===== config.mk =====
export PLATFORM = sky130hd
export DESIGN_NAME = vc_flit_buffer_flat
export DESIGN_NICKNAME = d
export VERILOG_FILES = /design/src/rtl/vc_flit_buffer_if.sv /design/src/rtl/vc_flit_buffer.sv /design/src/flat_wrapper.sv
export SDC_FILE = /design/constraint.sdc
export NUM_CORES = 1
export LEC_CHECK = 0
export ABC_AREA = 0
export CAP_MARGIN = 15
export CORE_MARGIN = 1
export CORE_UTILIZATION = 60
export DETAILED_ROUTE_END_ITERATION = 12
export HOLD_SLACK_MARGIN = 0.08
export PLACE_DENSITY = 0.84
export SYNTH_ARGS = -nofsm -noshare
export SYNTH_HDL_FRONTEND = slang
export SYNTH_SLANG_ARGS = --single-unit

===== constraint.sdc =====
create_clock -name clk -period 5.5 [get_ports clk]
set_input_delay 0.55 -clock clk [delete_from_list [all_inputs] [get_ports clk]]
set_output_delay 0.55 -clock clk [all_outputs]
set_load 0.01 [all_outputs]

===== src/rtl/vc_flit_buffer_if.sv =====
// Flit buffer bus: link-side write port, switch-side read port and status.
//   master: drives wr_en/wr_vc/din and rd_en/rd_vc, observes the rest
//   slave : the buffer itself
interface vc_flit_buffer_if #(
    parameter int unsigned DATA_W = 32,
    parameter int unsigned NUM_VC = 4
);
    localparam int unsigned VC_W = $clog2(NUM_VC);

    logic              wr_en;
    logic [VC_W-1:0]   wr_vc;
    logic [DATA_W-1:0] din;
    logic              rd_en;
    logic [VC_W-1:0]   rd_vc;
    logic [DATA_W-1:0] dout;
    logic              dout_valid;
    logic [NUM_VC-1:0] full;
    logic [NUM_VC-1:0] empty;
    logic [NUM_VC-1:0] credit_ret;
    logic              overflow_err;
    logic              underflow_err;

    modport master (
        output wr_en, wr_vc, din, rd_en, rd_vc,
        input  dout, dout_valid, full, empty, credit_ret, overflow_err, underflow_err
    );

    modport slave (
        input  wr_en, wr_vc, din, rd_en, rd_vc,
        output dout, dout_valid, full, empty, credit_ret, overflow_err, underflow_err
    );
endinterface


===== src/rtl/vc_flit_buffer.sv =====
// Per-virtual-channel flit buffer: NUM_VC independent circular FIFOs of
// DEPTH entries, one registered read port, one credit pulse per flit read,
// sticky overflow/underflow flags.
// Ports:
//   clk  - rising-edge clock
//   clr  - asynchronous active-high reset
//   ce   - global enable; 0 freezes storage and pointer state
//   bus  - slave side of vc_flit_buffer_if (write/read requests, dout,
//          dout_valid, full/empty, credit_ret, error flags)
module vc_flit_buffer #(
    parameter int unsigned      DATA_W  = 32,
    parameter int unsigned      NUM_VC  = 4,
    parameter int unsigned      DEPTH   = 4,
    parameter logic [DATA_W-1:0] RST_VAL = DATA_W'(32'h6000_0000)
) (
    input  logic                clk,
    input  logic                clr,
    input  logic                ce,
    vc_flit_buffer_if.slave     bus
);
    localparam int unsigned PTR_W = $clog2(DEPTH);
    localparam int unsigned CNT_W = $clog2(DEPTH + 1);

    logic [DATA_W-1:0] r_mem    [NUM_VC][DEPTH];
    logic [PTR_W-1:0]  r_wr_ptr [NUM_VC];
    logic [PTR_W-1:0]  r_rd_ptr [NUM_VC];
    logic [CNT_W-1:0]  r_cnt    [NUM_VC];
    logic [NUM_VC-1:0] r_full;
    logic [NUM_VC-1:0] r_empty;
    logic [NUM_VC-1:0] r_credit;
    logic [DATA_W-1:0] r_dout;
    logic              r_dout_valid;
    logic              r_ovf;
    logic              r_udf;

    logic              w_wr_req;
    logic              w_rd_req;
    logic              w_wr_acc;
    logic              w_rd_acc;
    logic [NUM_VC-1:0] w_wr_hit;
    logic [NUM_VC-1:0] w_rd_hit;
    logic [CNT_W-1:0]  w_cnt_nxt [NUM_VC];

    // Explicit wrap so non-power-of-2 depths work.
    function automatic logic [PTR_W-1:0] f_ptr_inc(input logic [PTR_W-1:0] p);
        return (p == PTR_W'(DEPTH - 1)) ? '0 : p + PTR_W'(1);
    endfunction

    // Accept decisions use the pre-edge flags, so a full VC rejects a
    // concurrent write even when it is being read in the same cycle.
    assign w_wr_req = ce & bus.wr_en;
    assign w_rd_req = ce & bus.rd_en;
    assign w_wr_acc = w_wr_req & ~r_full[bus.wr_vc];
    assign w_rd_acc = w_rd_req & ~r_empty[bus.rd_vc];

    // Per-VC accepted operations and next occupancy.
    always_comb begin
        w_wr_hit = '0;
        w_rd_hit = '0;
        if (w_wr_acc) w_wr_hit[bus.wr_vc] = 1'b1;
        if (w_rd_acc) w_rd_hit[bus.rd_vc] = 1'b1;
        for (int v = 0; v < int'(NUM_VC); v++) begin
            w_cnt_nxt[v] = r_cnt[v];
            case ({w_wr_hit[v], w_rd_hit[v]})
                2'b10:   w_cnt_nxt[v] = r_cnt[v] + CNT_W'(1);
                2'b01:   w_cnt_nxt[v] = r_cnt[v] - CNT_W'(1);
                default: w_cnt_nxt[v] = r_cnt[v];
            endcase
        end
    end

    // Flit storage; intentionally not reset.
    always_ff @(posedge clk) begin
        if (w_wr_acc) r_mem[bus.wr_vc][r_wr_ptr[bus.wr_vc]] <= bus.din;
    end

    // Pointers, counts, flags, read data and error state.
    always_ff @(posedge clk or posedge clr) begin
        if (clr) begin
            for (int v = 0; v < int'(NUM_VC); v++) begin
                r_wr_ptr[v] <= '0;
                r_rd_ptr[v] <= '0;
                r_cnt[v]    <= '0;
            end
            r_full       <= '0;
            r_empty      <= '1;
            r_credit     <= '0;
            r_dout       <= RST_VAL;
            r_dout_valid <= 1'b0;
            r_ovf        <= 1'b0;
            r_udf        <= 1'b0;
        end else begin
            r_dout_valid <= w_rd_acc;
            r_credit     <= w_rd_hit;
            if (w_rd_acc) r_dout <= r_mem[bus.rd_vc][r_rd_ptr[bus.rd_vc]];
            for (int v = 0; v < int'(NUM_VC); v++) begin
                r_cnt[v]   <= w_cnt_nxt[v];
                r_full[v]  <= (w_cnt_nxt[v] == CNT_W'(DEPTH));
                r_empty[v] <= (w_cnt_nxt[v] == CNT_W'(0));
                if (w_wr_hit[v]) r_wr_ptr[v] <= f_ptr_inc(r_wr_ptr[v]);
                if (w_rd_hit[v]) r_rd_ptr[v] <= f_ptr_inc(r_rd_ptr[v]);
            end
            if (w_wr_req && r_full[bus.wr_vc])  r_ovf <= 1'b1;
            if (w_rd_req && r_empty[bus.rd_vc]) r_udf <= 1'b1;
        end
    end

    assign bus.dout          = r_dout;
    assign bus.dout_valid    = r_dout_valid;
    assign bus.full          = r_full;
    assign bus.empty         = r_empty;
    assign bus.credit_ret    = r_credit;
    assign bus.overflow_err  = r_ovf;
    assign bus.underflow_err = r_udf;
endmodule

===== src/flat_wrapper.sv =====
// flat-port wrapper written by rule: the top's interface ports become plain ports
module vc_flit_buffer_flat 
#(
    parameter int unsigned      DATA_W  = 32,
    parameter int unsigned      NUM_VC  = 4,
    parameter int unsigned      DEPTH   = 4,
    parameter logic [DATA_W-1:0] RST_VAL = DATA_W'(32'h6000_0000)
)
  (clk, clr, ce, bus_wr_en, bus_wr_vc, bus_din, bus_rd_en, bus_rd_vc, bus_dout, bus_dout_valid, bus_full, bus_empty, bus_credit_ret, bus_overflow_err, bus_underflow_err);
  vc_flit_buffer_if #(.DATA_W(DATA_W), .NUM_VC(NUM_VC)) bus_i ();
  input  logic clk;
  input  logic clr;
  input  logic ce;
  input wire logic [$bits(bus_i.wr_en)-1:0] bus_wr_en;
  input wire logic [$bits(bus_i.wr_vc)-1:0] bus_wr_vc;
  input wire logic [$bits(bus_i.din)-1:0] bus_din;
  input wire logic [$bits(bus_i.rd_en)-1:0] bus_rd_en;
  input wire logic [$bits(bus_i.rd_vc)-1:0] bus_rd_vc;
  output wire logic [$bits(bus_i.dout)-1:0] bus_dout;
  output wire logic [$bits(bus_i.dout_valid)-1:0] bus_dout_valid;
  output wire logic [$bits(bus_i.full)-1:0] bus_full;
  output wire logic [$bits(bus_i.empty)-1:0] bus_empty;
  output wire logic [$bits(bus_i.credit_ret)-1:0] bus_credit_ret;
  output wire logic [$bits(bus_i.overflow_err)-1:0] bus_overflow_err;
  output wire logic [$bits(bus_i.underflow_err)-1:0] bus_underflow_err;
  assign bus_i.wr_en = bus_wr_en;
  assign bus_i.wr_vc = bus_wr_vc;
  assign bus_i.din = bus_din;
  assign bus_i.rd_en = bus_rd_en;
  assign bus_i.rd_vc = bus_rd_vc;
  assign bus_dout = bus_i.dout;
  assign bus_dout_valid = bus_i.dout_valid;
  assign bus_full = bus_i.full;
  assign bus_empty = bus_i.empty;
  assign bus_credit_ret = bus_i.credit_ret;
  assign bus_overflow_err = bus_i.overflow_err;
  assign bus_underflow_err = bus_i.underflow_err;
  vc_flit_buffer #(.DATA_W(DATA_W), .NUM_VC(NUM_VC), .DEPTH(DEPTH), .RST_VAL(RST_VAL)) u_core (.clk(clk), .clr(clr), .ce(ce), .bus(bus_i));
endmodule

==> flow_metrics.py <==
metrics = {
    "run_status": {
        "status": "finished, final reports clean",
    },
    "worst_setup_path": {
        "crit_arrival_ps": 3760,
        "r2r_end": "u_core.bus.dout[19]",
        "worstSetupPathType": "in -> reg",
        "end_kind": "flop",
        "timing.rr.start": "u_core.bus.empty[2]",
        "worstRegToRegCells": 4,
        "crit_required_ps": 5690,
        "r2r_slack_ps": 2340,
        "critPathLaunchType": "input pin",
        "cp_max_fo": 32,
    },
    "sta": {
        "finClkSkew_ps": 19.5,
        "setup_ws_ps": 1930,
        "slew_viol_final": 0,
        "worst_pin_slew_ps": 1150,
        "finalHoldViolCount": 0,
        "setup_viol_count_final": 0,
        "max_freq_ghz": 0.280,
        "setup-tns-final_ps": 0,
        "period_share_pct": 65.0,
        "fin_crit_ps": 3570,
        "rsz0062_at_grt": "false",
        "slew_headroom_pct": 23.0,
    },
    "cells_and_area": {
        "layout.nets": 1198,
        "final_util_pct": 70.5,
        "fill_cells": 2129,
        "final_cells": 1690,
        "synthToLayoutAreaGrowth_pct": 14.9,
        "design_area_sq_mm": 0.0260,
        "drive_above_1_share_pct": 23.5,
        "diodes": 0,
    },
    "cts": {
        "cts_inserted_buffers": 54,
        "holdBufCountCts": 0,
        "clock_sinks": 587,
        "cts_resized": 0,
        "clockRootBuffer": "clkbuf_16",
        "path_clk_slew_ps": 60,
        "cts.path.max_buffers": 3,
        "cts_htree_levels": 2,
        "cts_tree": "done",
        "postCtsSetupRepairBufs": 0,
        "insertion_delay_ps": 580,
    },
    "worst_hold_path": {
        "holdPathEnd": "u_core.bus.credit_ret[1]",
        "hold_depth": 2,
        "hold_class": "in -> reg",
        "hold_path.startpoint": "bus_rd_vc[1]",
    },
    "yosys": {
        "yosysTopAreaCell": "edfxtp_1",
        "syn-cell-area_sq_mm": 0.0226,
        "async_reset_ff_share_pct": 12.8,
        "synth.distinct_cells": 35,
        "synth_cells": 1027,
        "synth_edf_count": 512,
        "ys_ff_latch": 587,
        "ys_top_cells_by_count": "edfxtp_1 (512), mux4_2 (134), dfrtp_1 (69)",
        "yosysTopAreaCellShare_pct": 67.9,
        "synthSimpleGateAreaFrac_pct": 1.69,
        "synth-compound-area-share_pct": 2.19,
        "avgSynthCellArea_sq_um": 22.0,
        "synthAdderAreaFrac_pct": 1.02,
        "post-synth-top-count-cell": "edfxtp_1",
        "ys_seq_area_share_pct": 76.3,
        "yosys_most_used_dff": "edfxtp_1",
        "synthMuxAreaShare_pct": 17.2,
        "synth_top_family_by_area": "multiplexers",
        "synth_warnings": 0,
        "synth.area.top_cells": "edfxtp_1 (68%), mux4_2 (13%), dfrtp_1 (7.6%)",
        "synth-xor-area-share_pct": 0.310,
        "syn_nets": 1084,
    },
    "place": {
        "dp.cells": 1586,
        "numPortBuffers": 87,
        "gp_congestion": 0.766,
        "postPlaceCellArea_sq_mm": 0.0241,
        "dp_hpwl_um": 26400,
        "pre_cts_slack_ps": 1150,
    },
    "floorplan": {
        "rows": 70,
        "die_area_sq_mm": 0.0385,
        "design.core.area_sq_mm": 0.0369,
        "dieHeight_um": 196,
        "start_util_pct": 61.4,
        "die_x_um": 196,
        "io_pins": 88,
    },
    "global_routing": {
        "grt_util_all_layers_pct": 26.3,
        "grt_pass1_wl_um": 73100,
        "overflow": 0,
        "antenna_found_initial": 0,
        "grt_start_max_net_pins": 76,
        "grt_pass1_vias": 11600,
    },
    "power_and_ir_drop": {
        "switching_share_pct": 25.0,
        "pwr-share-comb_pct": 15.8,
        "power.density_mw_per_mm2": 426,
        "clock_power_share_pct": 34.8,
        "p_sw_mw": 2.77,
        "seqPwrFrac_pct": 49.4,
        "leakage_nw": 8.60,
        "peakVddDrop_v": 0.000300,
        "p_int_mw": 8.31,
    },
    "routing": {
        "antenna_left": 0,
        "drt_iter0_drc": 1200,
        "wire_per_inst_um": 29.0,
        "drtPass1Iterations": 5,
        "num_vias": 11100,
        "wl_um": 49100,
        "vias_per_cell": 6.55,
        "drcViolationCount": 0,
    },
    "job": {
        "maxCapViolations": 0,
    },
}
[sequential cells by signal, summed over array words and instances (netlist names)]
signal and count:
u_core.bus.empty 4, u_core.bus.dout_valid 1, u_core.r_rd_ptr 8, u_core.r_mem 512
u_core.bus.full 4, u_core.bus.credit_ret 4, u_core.bus.underflow_err 1, u_core.r_wr_ptr 8
u_core.bus.dout 32, u_core.r_cnt 12, u_core.bus.overflow_err 1
[through the flow]
stage | hold slack [ps] | power [mW]
floorplan | 479 | 6.52
finish | 325 | 11.1
CTS | 296 | 11.1
global route | 325 | 11.4
global placement | 440 | 7.19
detailed placement | 455 | 7.29
[cells by family (layout without fill, tap and decap cells)]
kind of cell               count (synthesis)  count (layout)
and+or+nand+nor                           65              65
muxes                                    218             218
AOI/OAI and AO/OA                         74              74
DFF                                      587             587
xor gates and xnor gates                   8               8
buffers and inverters                     59             218
adders and majority gates                 16              16
[routing by layer]
metal  up-vias  part of all wire (%)  GRT usage [%]
li1       4527                     -              -
met1      5854                    38           35.1
met2       563                    51           44.3
met3       125                   6.7           3.90
met4         0                   3.6           10.6
met5         -                     0              0
[area by class of cell]
| class | count | area [sq um] | share of cell area (%) |
|---|---|---|---|
| tap | 504 | 631 | 2.42 |
| clock buffer | 73 | 1510 | 5.82 |
| sequential | 587 | 17300 | 66.4 |
| clock inverter | 28 | 317 | 1.22 |
| timing repair buffer | 111 | 1090 | 4.19 |
| inverter | 6 | 23.8 | 0.0914 |
| multi-input combinational | 381 | 5170 | 19.9 |
[placed cells by master (no fill, tap or decap), types with 4 or more instances in the layout]
| cell type | n |
|---|---|
| nand2_1 | 7 |
| mux4_2 | 133 |
| fa_1 | 4 |
| dfstp_2 | 6 |
| o221ai_1 | 32 |
| nor2_4 | 12 |
| mux2_2 | 6 |
| mux2_1 | 14 |
| clkinv_1 | 6 |
| dfrtp_1 | 69 |
| mux2i_1 | 64 |
| or2_2 | 4 |
| buf_4 | 22 |
| clkbuf_1 | 11 |
| xnor2_1 | 8 |
| clkinv_2 | 13 |
| clkbuf_16 | 55 |
| o21ai_0 | 36 |
| and3b_1 | 4 |
| ha_1 | 12 |
| inv_1 | 5 |
| clkbuf_8 | 8 |
| bufinv_16 | 7 |
| nor2_1 | 9 |
| a21oi_1 | 4 |
| or3_1 | 6 |
| clkdlybuf4s50_1 | 85 |
| edfxtp_1 | 512 |
[worst max-delay path by stage]
stage | from | endpoint | slack (ps) | cells past startpoint
after global placement | bus_wr_vc[0] | u_core.r_mem[2][47] | 1250 | 4
final | bus_wr_vc[0] | u_core.r_mem[3][77] | 1930 | 4
after global routing | bus_wr_vc[0] | u_core.r_mem[3][75] | 1830 | 4
after detailed placement | bus_wr_vc[0] | u_core.r_mem[2][45] | 1150 | 4
after CTS | bus_wr_vc[0] | u_core.r_mem[2][41] | 1760 | 4
after floorplan | bus_wr_vc[0] | u_core.r_mem[0][100] | 1000 | 4
[power groups by stage]
stage / logic (mW) / clock network [mW] / registers (mW)
floorplan: 0.985 / 0 / 5.54
global placement: 1.66 / 0 / 5.53
detailed placement: 1.74 / 0 / 5.55
CTS: 1.76 / 3.89 / 5.47
global route: 1.88 / 4.06 / 5.50
finish: 1.75 / 3.85 / 5.47
[worst max-delay path: stages]
cell and delay [ps]:
clkdlybuf4s50_1 840, mux4_2 660, or4b_1 740, nor2_4 950
No activity file was read; power rests on OpenSTA's default activity.
